==> config.mk <==
export PLATFORM = sky130hd
export DESIGN_NAME = icache_ctrl
export DESIGN_NICKNAME = d
export VERILOG_FILES = /design/src/rtl/icache_ctrl.sv
export SDC_FILE = /design/constraint.sdc
export NUM_CORES = 2
export LEC_CHECK = 0
export BUFFER_PORTS_ARGS = -buffer_cell sky130_fd_sc_hd__buf_2
export CAP_MARGIN = 20
export CORE_ASPECT_RATIO = 0.8
export CORE_UTILIZATION = 42
export CTS_CLUSTER_SIZE = 14
export DETAILED_ROUTE_END_ITERATION = 12
export PLACE_DENSITY = 0.54
export SLEW_MARGIN = 20
export SYNTH_ARGS = -nofsm -noshare
export SYNTH_HDL_FRONTEND = slang
export SYNTH_SLANG_ARGS = --single-unit
==> constraint.sdc <==
create_clock -name clk -period 18.09 [get_ports clk]
set_clock_uncertainty 0.1 [all_clocks]
set_input_delay 1.809 -clock clk [delete_from_list [all_inputs] [get_ports clk]]
set_output_delay 1.809 -clock clk [all_outputs]
set_load 0.03 [all_outputs]
==> src/rtl/icache_ctrl.sv <==
// icache_ctrl: direct-mapped instruction cache sequencer.
// One fetch in flight, single-word refills, whole-cache flush, hit/miss stats.
module icache_ctrl #(
   parameter int INDEX_BITS = 6,
   parameter int ADDR_W     = 32,
   parameter int DATA_W     = 32,
   parameter int CNT_W      = 16
) (
   input  logic              clk,
   input  logic              reset_n,
   input  logic              cpu_req_valid,
   output logic              cpu_req_ready,
   input  logic [ADDR_W-1:0] cpu_req_addr,
   output logic              cpu_rsp_valid,
   output logic [DATA_W-1:0] cpu_rsp_data,
   output logic              cpu_rsp_hit,
   output logic              cpu_rsp_err,
   input  logic              flush,
   output logic              flush_busy,
   output logic              mem_req_valid,
   input  logic              mem_req_ready,
   output logic [ADDR_W-1:0] mem_req_addr,
   input  logic              mem_rsp_valid,
   input  logic [DATA_W-1:0] mem_rsp_data,
   input  logic              mem_rsp_err,
   output logic [CNT_W-1:0]  hit_count,
   output logic [CNT_W-1:0]  miss_count
);

   localparam int LINES = 1 << INDEX_BITS;
   localparam int TAG_W = ADDR_W - INDEX_BITS;

   localparam logic [2:0] S_IDLE      = 3'd0;
   localparam logic [2:0] S_LOOKUP    = 3'd1;
   localparam logic [2:0] S_MISS_REQ  = 3'd2;
   localparam logic [2:0] S_MISS_WAIT = 3'd3;
   localparam logic [2:0] S_FLUSH     = 3'd4;

   logic [2:0]            state_q, state_d;
   logic [ADDR_W-1:0]     addr_q, addr_d;
   logic [LINES-1:0]      valid_q, valid_d;
   logic                  flush_pend_q, flush_pend_d;
   logic [INDEX_BITS-1:0] fidx_q, fidx_d;
   logic                  rsp_valid_q, rsp_valid_d;
   logic                  rsp_hit_q, rsp_hit_d;
   logic                  rsp_err_q, rsp_err_d;
   logic [DATA_W-1:0]     rsp_data_q, rsp_data_d;
   logic [CNT_W-1:0]      hit_cnt_q, hit_cnt_d;
   logic [CNT_W-1:0]      miss_cnt_q, miss_cnt_d;

   logic [TAG_W-1:0]      tag_mem  [LINES];
   logic [DATA_W-1:0]     data_mem [LINES];

   logic [INDEX_BITS-1:0] idx;
   logic [TAG_W-1:0]      tag;
   logic                  lookup_hit;
   logic                  fill_we;

   assign idx        = addr_q[INDEX_BITS-1:0];
   assign tag        = addr_q[ADDR_W-1:INDEX_BITS];
   assign lookup_hit = valid_q[idx] && (tag_mem[idx] == tag);

   // Next-state, response and counter logic for the fetch/flush sequencer.
   always_comb begin
      state_d      = state_q;
      addr_d       = addr_q;
      valid_d      = valid_q;
      fidx_d       = fidx_q;
      rsp_valid_d  = 1'b0;
      rsp_hit_d    = rsp_hit_q;
      rsp_err_d    = rsp_err_q;
      rsp_data_d   = rsp_data_q;
      hit_cnt_d    = hit_cnt_q;
      miss_cnt_d   = miss_cnt_q;
      fill_we      = 1'b0;
      // A flush seen mid-access is remembered until the access retires.
      flush_pend_d = flush_pend_q | (flush && (state_q != S_IDLE));
      unique case (state_q)
         S_IDLE: begin
            if (flush || flush_pend_q) begin
               state_d = S_FLUSH;
               fidx_d  = '0;
            end else if (cpu_req_valid) begin
               addr_d  = cpu_req_addr;
               state_d = S_LOOKUP;
            end
         end
         S_LOOKUP: begin
            if (lookup_hit) begin
               rsp_valid_d = 1'b1;
               rsp_hit_d   = 1'b1;
               rsp_err_d   = 1'b0;
               rsp_data_d  = data_mem[idx];
               hit_cnt_d   = (&hit_cnt_q) ? hit_cnt_q : hit_cnt_q + 1'b1;
               state_d     = S_IDLE;
            end else begin
               state_d = S_MISS_REQ;
            end
         end
         S_MISS_REQ: begin
            if (mem_req_ready) state_d = S_MISS_WAIT;
         end
         S_MISS_WAIT: begin
            if (mem_rsp_valid) begin
               rsp_valid_d = 1'b1;
               rsp_hit_d   = 1'b0;
               rsp_err_d   = mem_rsp_err;
               rsp_data_d  = mem_rsp_err ? '0 : mem_rsp_data;
               fill_we     = ~mem_rsp_err;
               if (!mem_rsp_err) valid_d[idx] = 1'b1;
               miss_cnt_d  = (&miss_cnt_q) ? miss_cnt_q : miss_cnt_q + 1'b1;
               state_d     = S_IDLE;
            end
         end
         S_FLUSH: begin
            valid_d[fidx_q] = 1'b0;
            fidx_d          = fidx_q + 1'b1;
            if (&fidx_q) begin
               flush_pend_d = 1'b0;
               state_d      = S_IDLE;
            end
         end
         default: state_d = S_IDLE;
      endcase
   end

   // Control state, valid bits, response and statistics registers.
   always_ff @(posedge clk or negedge reset_n) begin
      if (!reset_n) begin
         state_q      <= S_IDLE;
         addr_q       <= '0;
         valid_q      <= '0;
         flush_pend_q <= 1'b0;
         fidx_q       <= '0;
         rsp_valid_q  <= 1'b0;
         rsp_hit_q    <= 1'b0;
         rsp_err_q    <= 1'b0;
         rsp_data_q   <= '0;
         hit_cnt_q    <= '0;
         miss_cnt_q   <= '0;
      end else begin
         state_q      <= state_d;
         addr_q       <= addr_d;
         valid_q      <= valid_d;
         flush_pend_q <= flush_pend_d;
         fidx_q       <= fidx_d;
         rsp_valid_q  <= rsp_valid_d;
         rsp_hit_q    <= rsp_hit_d;
         rsp_err_q    <= rsp_err_d;
         rsp_data_q   <= rsp_data_d;
         hit_cnt_q    <= hit_cnt_d;
         miss_cnt_q   <= miss_cnt_d;
      end
   end

   // Tag and data arrays; contents are meaningless until the valid bit is set.
   always_ff @(posedge clk) begin
      if (fill_we) begin
         tag_mem[idx]  <= tag;
         data_mem[idx] <= mem_rsp_data;
      end
   end

   assign cpu_req_ready = (state_q == S_IDLE) && !flush && !flush_pend_q;
   assign cpu_rsp_valid = rsp_valid_q;
   assign cpu_rsp_data  = rsp_data_q;
   assign cpu_rsp_hit   = rsp_hit_q;
   assign cpu_rsp_err   = rsp_err_q;
   assign flush_busy    = flush_pend_q || (state_q == S_FLUSH);
   assign mem_req_valid = (state_q == S_MISS_REQ);
   assign mem_req_addr  = addr_q;
   assign hit_count     = hit_cnt_q;
   assign miss_count    = miss_cnt_q;

endmodule

== After elaboration in Yosys (flattened, before gate mapping) ==
Memories as Yosys holds them, arrays and structs flattened.
Index checks and enable logic that the tools add are counted.
Word-level totals
  register bits: 173
  latch bits: 0
  bits in writable memories: 3712
  bits in read-only memories: 0
  input bits: 71
  output and inout port bits: 102
  word-level logic and storage cells: 102
  memories: 2
Operators by class
  add/subtract/negate cells: 3
  multiply operators: 0
  div/mod/pow operators: 0
  $lt $le $gt $ge: 4
  equality and inequality tests: 12
  shift-type cells: 0
  multiplexer cells: 37
  bitwise logic cells: 8
  reductions and logical operators: 25
Memories
  data_mem: words 64, bits a word 32, rd ports 1, clocked after Yosys merged registers in 0, wr ports 1, line 52  | logic [DATA_W-1:0] data_mem [LINES];
  tag_mem: words 64, bits a word 26, rd ports 1, clocked after Yosys merged registers in 0, wr ports 1, line 51  | logic [TAG_W-1:0] tag_mem [LINES];
Operators with widths (count)
  64-bit 2-to-1 mux: 2
  64-bit one-hot mux with 2 select lines: 1
  32-bit 2-to-1 mux: 3
  64-bit AND: 1
  64-bit NOT: 1
  64-bit OR: 1
  32-bit one-hot mux with 2 select lines: 1
  16-bit by 1-bit adder with 16-bit output (second input constant): 2
  16-bit AND reduction: 2
  26-bit == test: 1
  1-bit 2-to-1 mux: 15
  3-bit 2-to-1 mux: 5
  3-bit one-hot mux with 5 select lines: 1
  3-bit AND reduction: 5
  6-bit by 7-bit less-than comparator with 1-bit output (second input constant): 2
  1-bit demux with 6-bit select: 2
  6-bit by 1-bit >= comparator with 1-bit output (second input constant): 2
  6-bit one-hot mux with 2 select lines: 1
  2-bit != test (second input constant): 5
  6-bit by 1-bit adder with 6-bit output (second input constant): 1
  1-bit binary-select mux with 6-bit select: 1
  3-bit by 2-bit == test with 1-bit output (second input constant): 2
  1-bit logical AND: 6
  6-bit 2-to-1 mux: 1
  16 further kinds: 25

== Depth between registers and ports, before layout ==
  depth after elaboration: 8
  gate-level depth with buffers: 21
  depth with buffers taken out: 12

== Worst setup path after synthesis ==
Ideal clock, no wire load.
  path type: register -> register
  start point: register addr_q[0], in the netlist mem_req_addr[0]
  end point: memory data_mem[11][0], enable pin
  setup time: 474 ps
  data arrival time: 5696 ps
  required time: 17516 ps
  path slack: 11820 ps
  stages on the path, launching flop included: 15
  path buffers: 11
  period minus slack after synthesis: 6270 ps
  cell sequence: dfrtp_1 > buf_6 > buf_8 > buf_6 > buf_6 > buf_4 > buf_6 > and3b_1 > clkbuf_1 > clkbuf_1 > buf_1 > clkbuf_1 > nand2_1 > clkbuf_1 > nor2_1
RTL lines
  start: declaration: line 40  | logic [ADDR_W-1:0] addr_q, addr_d;
  start signal: assignment: line 143  | addr_q <= addr_d;
  end: declaration: line 52
Straight into the memory's write port.

== Final worst setup path ==
  start point: register addr_q[0], in the netlist mem_req_addr[0]
  end point: register rsp_data_q[28], in the netlist cpu_rsp_data[28]
Between the ends
  word-level cells in the longest chain between the ends: 5
  elaborated cells on any way between the ends: 10
  classes of those cells: eq/ne (2); mux (4); reduce/logical (2); memory (2)
Ends and longest elaborated chain
  memory 64 x 26 bit / 1-bit binary-select mux with 6-bit select (equally long branches)
  26-bit == test / 1-bit 2-to-1 mux (equally long branches): line 61  | assign lookup_hit = valid_q[idx] && (tag_mem[idx] == tag);
  1-bit logical AND: line 61
  2-bit != test (no source line)
  3-bit AND reduction (no source line)
  end signal: assignment: line 150  | rsp_data_q <= rsp_data_d;
  end: declaration: line 47  | logic [DATA_W-1:0] rsp_data_q, rsp_data_d;
Several ways; a longest one is shown, not always the timed one. The select of a mux whose other input is x is not followed.
A chain may end at the register's enable or synchronous reset.

==> metrics.txt <==
run status=complete, no violations; Via Count=88230; Req. time, crit path=18850 ps; relative slew slack=12.6%; drt first pass iters=6; Residual DRC=0; Peak VDD IR=77.8 µV; Arr. time, crit path=9440 ps; Post-CTS Setup Repair Bufs=0; Worst Tran Pin Value=1310 ps; WL final=551000 µm; Max Clk Rate=115 MHz; ys flop type=edfxtp_1; Sink Count=3885; DR WL/cell=41.6 µm; CP max FO=100; period utilization=48.0%; share of cells above drive strength 1=18.9%; Yosys top cell area share=75.5%; startpoint types=register; post-synthesis cell type count=90; area leader, netlist=edfxtp_1; cells after synthesis=7897; crit end category=register; Root Driver=clkbuf_16; Synth async-reset ratio=4.45%; Die Wd=665 µm; hold_ws=379 ps; cell area power density=116 nW/µm²; Placed Area=155000 µm²; Hold Path Class=reg2reg; Layout Nets=8348; Mean Syn Cell Area=18.7 µm²; number of synthesis warnings=0; number of global-route vias before repair=82700; Initial Utilization=42.3%; static leakage power=0.0531 µW; Die H=532 µm; Fin Setup TNS=0 ps; core footprint=350000 µm²; worst skew pair latency=980 ps; Synth Area in Compound Gates=8.41%; RSZ-0062 raised after global routing=false; GPL Wtd Cong=0.841; CTS tree=built; Simple-Gate Fraction of Synth Area=2.83%; Worst R2R Path Depth=18; largest net degree at the start of global routing=102; grt ovf=0; first-pass GRT wire length=735000 µm; final hold vios=0; Clock Path Buffers=4; antenna violations before repair=36; # hold bufs at CTS=0; H-tree Lvls=5; Slew Limit Fails=0; Post-Synthesis Net Count=7971; post-synthesis sequential area ratio=78.4%; final setup vio count=0; Post-synth EDFFs=3712; largest family of logic cells by synthesized area=compound AO/OA/AOI/OAI gates; total routing usage reported by global routing=30.4%; area of the mapped netlist=148000 µm²; Tmin final=8680 ps; Syn-to-layout area delta=13.8%; fin area=168000 µm²; area share of xor/xnor cells in the synthesized design=0.260%; CP Cell Sequence=buf_4, buf_4, buf_12, buf_12, mux4_2, a22oi_1, nand3_1, a211oi_2, xor2_1, nand2_1, nor4_1, nand4_1, nor4_4, buf_4, a21oi_1, inv_2, buf_4, mux2_1; HPWL after DPL=288000 µm; Clk pin slew, worst setup/hold paths=60 ps; Worst path max stage delay=880 ps; mux contribution to synthesized area=8.23%; I/O Pins=173; hold depth=1; die area=354000 µm²; CP max stage cell=dfrtp_4; PortBufs=172; antenna viol nets, final=0; vias per cell=6.67; CTS resizes=0; max-cap viol count=0; Synth Area in Adders=0.0254%; Starting DRT DRC Count=14492; Num CTS Buffers=389; most frequent CP cell=buf_4; row count=194; WS Path Type=reg2reg; Synth area leaders=edfxtp_1, mux4_2, mux2i_1; synthesized flop and latch total=3885
registers in the layout, summed over array words and instances (netlist names), 3 cells and up:
name	count
fidx_q	6
cpu_rsp_data	32
hit_count	16
valid_q	64
tag_mem	1664
data_mem	2048
miss_count	16
mem_req_addr	32
state_q	3
Yosys cell counts, types with 12 or more instances:
| cell type | instances |
|---|---|
| edfxtp_1 | 3712 |
| a22oi_1 | 533 |
| mux2i_1 | 437 |
| clkbuf_1 | 267 |
| mux4_2 | 244 |
| a221oi_1 | 239 |
| o21ai_0 | 221 |
| a21oi_1 | 201 |
| nor2_1 | 200 |
| nand2_1 | 196 |
| dfrtp_1 | 173 |
| a31oi_1 | 148 |
| a22o_1 | 142 |
| mux2_2 | 132 |
| nand3_1 | 116 |
| buf_2 | 91 |
| buf_1 | 90 |
| o22ai_1 | 71 |
| nand4_1 | 69 |
| a222oi_1 | 49 |
| nor4_1 | 38 |
| nor3_1 | 36 |
| buf_4 | 31 |
| nand2b_1 | 31 |
| inv_1 | 27 |
| buf_6 | 24 |
| and3_1 | 23 |
| xnor2_1 | 23 |
| mux2_1 | 22 |
| mux4_1 | 21 |
| xor2_1 | 19 |
| o221ai_1 | 16 |
| o22a_1 | 15 |
| a211oi_1 | 14 |
| nand3b_1 | 14 |
| nor2b_1 | 14 |
| o211ai_1 | 14 |
| or3_1 | 14 |
| or2_2 | 13 |
| a221o_1 | 12 |
| nor3b_1 | 12 |
final cells by class:
cell class / count / area, µm²
Fill cell: 28881 / 181000
Sequential cell: 3885 / 116000
Multi-Input combinational cell: 3463 / 29800
Clock buffer: 497 / 10400
Tap cell: 4606 / 5760
Timing Repair Buffer: 506 / 3650
Clock inverter: 229 / 2450
Inverter: 29 / 114
Antenna cell: 18 / 45.0
power by group:
| group | internal [µW] | total [µW] | switching (µW) |
|---|---|---|---|
| clock | 4680 | 8240 | 3560 |
| sequential | 9930 | 10000 | 65.9 |
| combinational | 394 | 1310 | 914 |
| total | 15000 | 19500 | 4540 |
critical path: cells and delay by family (launching register included):
| family | cells | cell delay (ps) |
|---|---|---|
| buffers and inverters | 7 | 3420 |
| AND/OR/NAND/NOR | 5 | 1680 |
| multiplexers | 2 | 960 |
| flip-flops | 1 | 880 |
| AO/OA/AOI/OAI | 3 | 570 |
| XOR/XNOR | 1 | 420 |
placed cells by master (no fill, tap or decap), types with 194 or more instances in the layout:
master / count
a21oi_1: 201
a221oi_1: 239
a22oi_1: 533
buf_4: 319
clkbuf_16: 393
edfxtp_1: 3712
mux2i_1: 437
mux4_2: 244
nand2_1: 194
o21ai_0: 221
routing by layer:
metal | part of all wire (%) | up-vias | track usage, %
li1 | - | 33588 | -
met1 | 40 | 47388 | 44.7
met2 | 44 | 6294 | 45.5
met3 | 12 | 956 | 5.91
met4 | 3.7 | 4 | 9.85
met5 | 0.0049 | - | 0
worst paths after layout:
| check | from | end | slack (ps) |
|---|---|---|---|
| min | cpu_rsp_data[3] | cpu_rsp_data[3] | 380 |
| min in group asynchronous | reset_n | mem_req_addr[13] | 760 |
| max | mem_req_addr[0] | cpu_rsp_data[28] | 9410 |
| max in group asynchronous | reset_n | mem_req_addr[22] | 14730 |
| max reg2reg | mem_req_addr[0] | cpu_rsp_data[28] | 9410 |
| min reg2reg | cpu_rsp_data[3] | cpu_rsp_data[3] | 380 |
through the flow:
step / worst slack [ps] / cells / power, µW / util, %
finish: 9410 / 13233 / 19500 / 48.1
global route: 8930 / 13218 / 20000 / 48.1
CTS: 9410 / 13214 / 19600 / 48.1
detailed placement: 9410 / 12488 / 11500 / 44.4
global placement: 9370 / 12484 / 11500 / 44.4
floorplan: 11820 / 7897 / 10900 / -
cell families after synthesis:
logic type	Yosys count
and+or+nand+nor	828
DFF	3885
muxes	856
adders and majority gates	3
buffers and inverters	549
AOI/OAI and AO/OA	1733
xor gates and xnor gates	43
No activity file was read; power rests on OpenSTA's default activity.
